===== src/rtl/boot_pkg.sv =====
// Shared types and widths for the boot loader: FSM state encoding, counter
// and checksum widths, and the checksum accumulate helper.
package boot_pkg;

  localparam int CSUM_W = 8;
  localparam int CNT_W  = 16;

  typedef enum logic [2:0] {
    CNT_LO = 3'd0,
    CNT_HI = 3'd1,
    DATA   = 3'd2,
    CSUM   = 3'd3,
    DONE   = 3'd4,
    ERR    = 3'd5
  } state_t;

  function automatic logic [CSUM_W-1:0] csum_add(input logic [CSUM_W-1:0] acc,
                                                 input logic [7:0]        data_byte);
    return acc + data_byte;
  endfunction

endpackage


===== src/rtl/word_assembler.sv =====
// Packs a byte stream into 32-bit little-endian words; word_valid fires in the
// same cycle the fourth byte of a word is presented, with the complete word.
module word_assembler (
  input  logic        clk,
  input  logic        reset,
  input  logic        byte_valid,
  input  logic [7:0]  byte_in,
  output logic        word_valid,
  output logic [31:0] word
);

  logic [1:0]  lane_r;
  logic [23:0] shift_r;

  // The fourth byte completes the word directly and never needs storing.
  assign word_valid = byte_valid && (lane_r == 2'd3);
  assign word       = {byte_in, shift_r};

  // Lane counter and low-lane shift register, first byte ending up in [7:0].
  always_ff @(posedge clk or negedge reset) begin
    if (!reset) begin
      lane_r  <= 2'd0;
      shift_r <= 24'd0;
    end else if (byte_valid) begin
      lane_r  <= lane_r + 2'd1;
      shift_r <= {byte_in, shift_r[23:8]};
    end
  end

endmodule


===== src/rtl/boot_loader.sv =====
// Streams a framed program image into memory and releases the core once the
// checksum matches. Define BOOT_TIMEOUT_EN to abort on long mid-frame idle gaps.
module boot_loader
  import boot_pkg::*;
#(
  parameter int unsigned WORDS_MAX = 256,
  parameter logic [31:0] BASE_ADDR = 32'h0000_0000
`ifdef BOOT_TIMEOUT_EN
  , parameter int unsigned TIMEOUT_CYCLES = 1024
`endif
) (
  input  logic        clk,
  input  logic        reset,
  input  logic        in_valid,
  input  logic [7:0]  in_byte,
  output logic        in_ready,
  output logic        mem_we,
  output logic [31:0] mem_addr,
  output logic [31:0] mem_wdata,
  output logic        core_reset,
  output logic        done,
  output logic        err
);

  state_t             state_r, state_n;
  logic [CNT_W-1:0]   count_r, word_idx_r;
  logic [CSUM_W-1:0]  csum_r;
  logic [CNT_W-1:0]   hdr_count_s;
  logic               accept_s, asm_valid_s, word_valid_s, last_word_s, timeout_s;
  logic [31:0]        word_s;

  assign in_ready    = (state_r == CNT_LO) || (state_r == CNT_HI) ||
                       (state_r == DATA)   || (state_r == CSUM);
  assign accept_s    = in_valid && in_ready;
  assign asm_valid_s = accept_s && (state_r == DATA);
  assign hdr_count_s = {in_byte, count_r[7:0]};
  assign last_word_s = word_valid_s && (word_idx_r == (count_r - 16'd1));

  word_assembler u_word_assembler (
    .clk        (clk),
    .reset      (reset),
    .byte_valid (asm_valid_s),
    .byte_in    (in_byte),
    .word_valid (word_valid_s),
    .word       (word_s)
  );

`ifdef BOOT_TIMEOUT_EN
  logic [31:0] idle_r;
  logic        waiting_s;

  // CNT_LO is excluded so the loader can wait forever for a frame to begin.
  assign waiting_s = (state_r == CNT_HI) || (state_r == DATA) || (state_r == CSUM);
  assign timeout_s = waiting_s && !accept_s && (idle_r == (TIMEOUT_CYCLES - 32'd1));

  // Idle gap counter, cleared by every accepted byte.
  always_ff @(posedge clk or negedge reset) begin
    if (!reset) begin
      idle_r <= 32'd0;
    end else if (accept_s || !waiting_s) begin
      idle_r <= 32'd0;
    end else begin
      idle_r <= idle_r + 32'd1;
    end
  end
`else
  assign timeout_s = 1'b0;
`endif

  // Next-state logic for the frame parser.
  always_comb begin
    state_n = state_r;
    case (state_r)
      CNT_LO: begin
        if (accept_s) state_n = CNT_HI;
        else          state_n = CNT_LO;
      end
      CNT_HI: begin
        if (accept_s) begin
          if (32'(hdr_count_s) > WORDS_MAX) state_n = ERR;
          else if (hdr_count_s == 16'd0)    state_n = CSUM;
          else                              state_n = DATA;
        end else if (timeout_s) begin
          state_n = ERR;
        end else begin
          state_n = CNT_HI;
        end
      end
      DATA: begin
        if (last_word_s)    state_n = CSUM;
        else if (timeout_s) state_n = ERR;
        else                state_n = DATA;
      end
      CSUM: begin
        if (accept_s) begin
          if (in_byte == csum_r) state_n = DONE;
          else                   state_n = ERR;
        end else if (timeout_s) begin
          state_n = ERR;
        end else begin
          state_n = CSUM;
        end
      end
      DONE:    state_n = DONE;
      ERR:     state_n = ERR;
      default: state_n = ERR;
    endcase
  end

  // State, datapath and registered outputs; status flags follow the next state.
  always_ff @(posedge clk or negedge reset) begin
    if (!reset) begin
      state_r    <= CNT_LO;
      count_r    <= 16'd0;
      word_idx_r <= 16'd0;
      csum_r     <= 8'd0;
      mem_we     <= 1'b0;
      mem_addr   <= BASE_ADDR;
      mem_wdata  <= 32'd0;
      core_reset <= 1'b1;
      done       <= 1'b0;
      err        <= 1'b0;
    end else begin
      state_r <= state_n;
      mem_we  <= word_valid_s;
      if (accept_s && (state_r == CNT_LO)) count_r <= {8'd0, in_byte};
      if (accept_s && (state_r == CNT_HI)) count_r <= hdr_count_s;
      if (asm_valid_s) csum_r <= csum_add(csum_r, in_byte);
      if (word_valid_s) begin
        mem_addr   <= BASE_ADDR + {14'd0, word_idx_r, 2'b00};
        mem_wdata  <= word_s;
        word_idx_r <= word_idx_r + 16'd1;
      end
      core_reset <= (state_n != DONE);
      done       <= (state_n == DONE);
      err        <= (state_n == ERR);
    end
  end

endmodule


===== config.mk =====
export PLATFORM = sky130hd
export DESIGN_NAME = boot_loader
export DESIGN_NICKNAME = d
export VERILOG_FILES = /design/src/rtl/boot_pkg.sv /design/src/rtl/word_assembler.sv /design/src/rtl/boot_loader.sv
export SDC_FILE = /design/constraint.sdc
export NUM_CORES = 1
export LEC_CHECK = 0
export CAP_MARGIN = 5
export CORE_MARGIN = 5
export CORE_UTILIZATION = 41
export CTS_BUF_LIST = sky130_fd_sc_hd__clkbuf_16
export DETAILED_ROUTE_END_ITERATION = 10
export GPL_ROUTABILITY_DRIVEN = 0
export GPL_TIMING_DRIVEN = 0
export MAX_ROUTING_LAYER = met4
export PLACE_DENSITY = 0.68
export SLEW_MARGIN = 5
export SYNTH_ARGS = -nofsm -noshare
export SYNTH_HDL_FRONTEND = slang
export SYNTH_SLANG_ARGS = --single-unit

===== constraint.sdc =====
create_clock -name clk -period 2.42 [get_ports clk]
set_input_delay 0.484 -clock clk [delete_from_list [all_inputs] [get_ports clk]]
set_output_delay 0.484 -clock clk [all_outputs]
set_load 0.03 [all_outputs]

==> impl_metrics.tcl <==
set metrics [dict create \
    status "complete, no violations" \
    ir_drop_mv 0.498 \
    fin_crit_ns 2.26 \
    rsz0062_at_grt "false" \
    finish.utilization 0.532 \
    fin_worst_skew_ns 0.00933 \
    yosysTopAreaCell "dfrtp_1" \
    ctsHtreeMaxLevel 4 \
    hold_violations 0 \
    post-dp-hpwl_um 8400 \
    period_share 0.934 \
    path_clk_slew_ns 0.05 \
    critPathRequiredTime_ns 2.74 \
    antenna_found_initial 0 \
    synth_cells 515 \
    synth_common_cells "dfrtp_1 (120), nand2_1 (117), mux2_2 (55)" \
    synth.top_cells.by_area "dfrtp_1 (54%), mux2_2 (11%), nand2_1 (7.9%)" \
    layout.area.seq_mm2 0.00303 \
    finalSetupTns_ns 0 \
    grt_pass1_vias 4212 \
    p_per_area_mw_per_mm2 675 \
    cpPeakStageDelay_ns 0.60 \
    vias 3968 \
    path_class "in -> reg" \
    grt_overflow 0 \
    start_util 0.418 \
    cp-start-kind "input port" \
    fill_cells 1167 \
    antenna_left 0 \
    cts_tree "yes" \
    syn_avg_cell_area_um2 10.8 \
    final_layout_size_suffix_gt1_frac 0.186 \
    cts_buffers 17 \
    tightest_slew_ns 0.557 \
    coreArea_mm2 0.0133 \
    clockBufferDepth 2 \
    row_count 42 \
    end_kind "flop" \
    hold_path_class "reg -> reg" \
    yosysWarningCount 0 \
    setup_violations 0 \
    grt_pass1_wl_um 20900 \
    async_flop_share 1.00 \
    synth-edff-count 0 \
    ys_ff_latch 121 \
    multi_input_area_mm2 0.00235 \
    dieArea_mm2 0.0160 \
    antennaDiodeCount 0 \
    fin_nets 637 \
    max_slew_margin 0.629 \
    drt_iter0_drc 184 \
    cts_num_sinks 121 \
    netlist_area_mm2 0.00556 \
    clkLatencyLatePin_ns 0.42 \
    ys.flop_type "dfrtp_1" \
    drtPass1Iterations 5 \
    leakagePower_uw 0.00344 \
    critical-path-slowest-cell "clkdlybuf4s50_1" \
    die_x_um 126 \
    synth_top_area_frac 0.540 \
    maxCapViolations 0 \
    io_pins 80 \
    yosys.cell_types.count 46 \
    vias_per_cell 4.94 \
    grt_max_degree 78 \
    routed_wl_um 12300 \
    ys_seq_area_frac 0.545 \
    drc 0 \
    max_freq_mhz 442 \
    cp_max_fo 4 \
    portBuffers 62 \
    wire_per_inst_um 15.3 \
    area_delta_synth_final_pct 27.2 \
    arrival_ns 2.58 \
    path_cells "clkdlybuf4s50_1 -> inv_2 -> fa_1 -> nor2b_1 -> o21ai_0 -> a21oi_1 -> o21a_1 -> nor3_1 -> o31ai_1" \
    root_buffer "clkbuf_16" \
    grt.total_usage 0.169 \
    yosysMostFrequentCell "dfrtp_1" \
    maxSlewViolCount 0 \
    die_y_um 126 \
]
==> layout by cell type, fill, tap and decap left out, types with 2 or more instances in the layout <==
cell type,instances
clkdlybuf4s50_1,58
buf_1,3
nand2_1,116
a21oi_1,8
nand3b_1,2
nor4_1,5
o31ai_1,3
clkbuf_16,17
nor3_1,12
a31oi_1,3
nor2_1,15
clkinv_4,2
ha_1,10
inv_1,12
buf_2,3
buf_4,18
dlymetal6s2s_1,3
xnor2_1,25
mux2_2,55
buf_6,2
and3_1,5
dfrtp_1,120
clkinvlp_4,4
conb_1,16
nor2b_1,3
o21a_1,2
clkbuf_1,13
nand2b_1,4
clkinv_2,4
nand4_1,5
o21ai_0,20
nand3_1,14
clkinv_1,3
a211o_1,2
xor2_1,16
==> logic make-up after synthesis <==
| kind of cell | after synthesis | synth area share |
|---|---|---|
| simple gates | 192 | 0.157 |
| mux | 56 | 0.113 |
| other cells | 1 | 0.000674 |
| buf+inv | 48 | 0.0452 |
| fa+ha+maj | 11 | 0.0261 |
| xor+xnor | 41 | 0.0646 |
| flops | 121 | 0.545 |
| compound gates | 45 | 0.0484 |
==> path summary, 6_finish.rpt <==
path / end / slack (ns) / cells after the start / start
worst max-delay path: csum_r[6] / 0.16 / 9 / in_byte[1]
worst min-delay path: u_word_assembler.shift_r[2] / 0.47 / 2 / u_word_assembler.shift_r[2]
worst max register to register: state_r[0] / 0.17 / 6 / count_r[7]
worst min register to register: u_word_assembler.shift_r[2] / 0.47 / 2 / u_word_assembler.shift_r[2]
max in group asynchronous: core_reset / 1.08 / 3 / reset
min in group asynchronous: mem_addr[15] / 0.57 / 2 / reset
==> cell type report <==
cell class,count,area share
sequential,121,0.428
multi-input combinational,361,0.332
timing repair buffer,66,0.0964
clock buffer,17,0.0602
tap,176,0.0311
buffer,36,0.0292
clock inverter,15,0.0159
inverter,12,0.00637
==> layer usage <==
metal / vias up / global-route usage / wire, um
met2: 94 / 0.267 / 6070
met5: - / - / 0
met1: 1950 / 0.209 / 5470
met3: 17 / 0.0504 / 579
li1: 1907 / - / -
met4: 0 / 0.0536 / 175
==> state kept, by name, summed over array words and instances (netlist names) <==
| name | cells |
|---|---|
| err | 1 |
| mem_addr | 16 |
| done | 1 |
| state_r | 3 |
| core_reset | 1 |
| csum_r | 8 |
| count_r | 16 |
| u_word_assembler.lane_r | 2 |
| mem_we | 1 |
| word_idx_r | 16 |
| mem_wdata | 32 |
| u_word_assembler.shift_r | 24 |
==> report_power, final <==
group	leakage, uW	switching, uW	internal, uW	total (uW)
combinational	0.00154	218	149	367
sequential	0.00165	56.8	2070	2120
clock	0.000258	899	1390	2290
==> worst max-delay path: cells and delay by family <==
family	cells	cell delay, ns
compound gates	4	0.68
fa+ha+maj	1	0.47
buf+inv	2	0.73
simple gates	2	0.23
==> repair_timing <==
action | in CTS | in global routing
endpoints found under the setup margin | 3 | 5
gates resized for setup | 1 | 6
pin swaps | 0 | 0
hold buffers | 1 | 0
setup buffers | 0 | 2
hold endpoints to repair | 16 | 0
==> per-stage QoR <==
step	area [um^2]	hold slack, ns	cells	total power, uW	worst slack, ns
floorplan	5620	0.188	530	2390	0.462
global placement	6460	0.455	768	2500	-3.68
detailed placement	6490	0.432	769	2520	-0.354
CTS	7040	0.474	802	4820	0.0124
global route	7070	0.499	804	4980	0.0197
finish	7070	0.470	804	4780	0.159
Power figures use the tool's default switching activity.
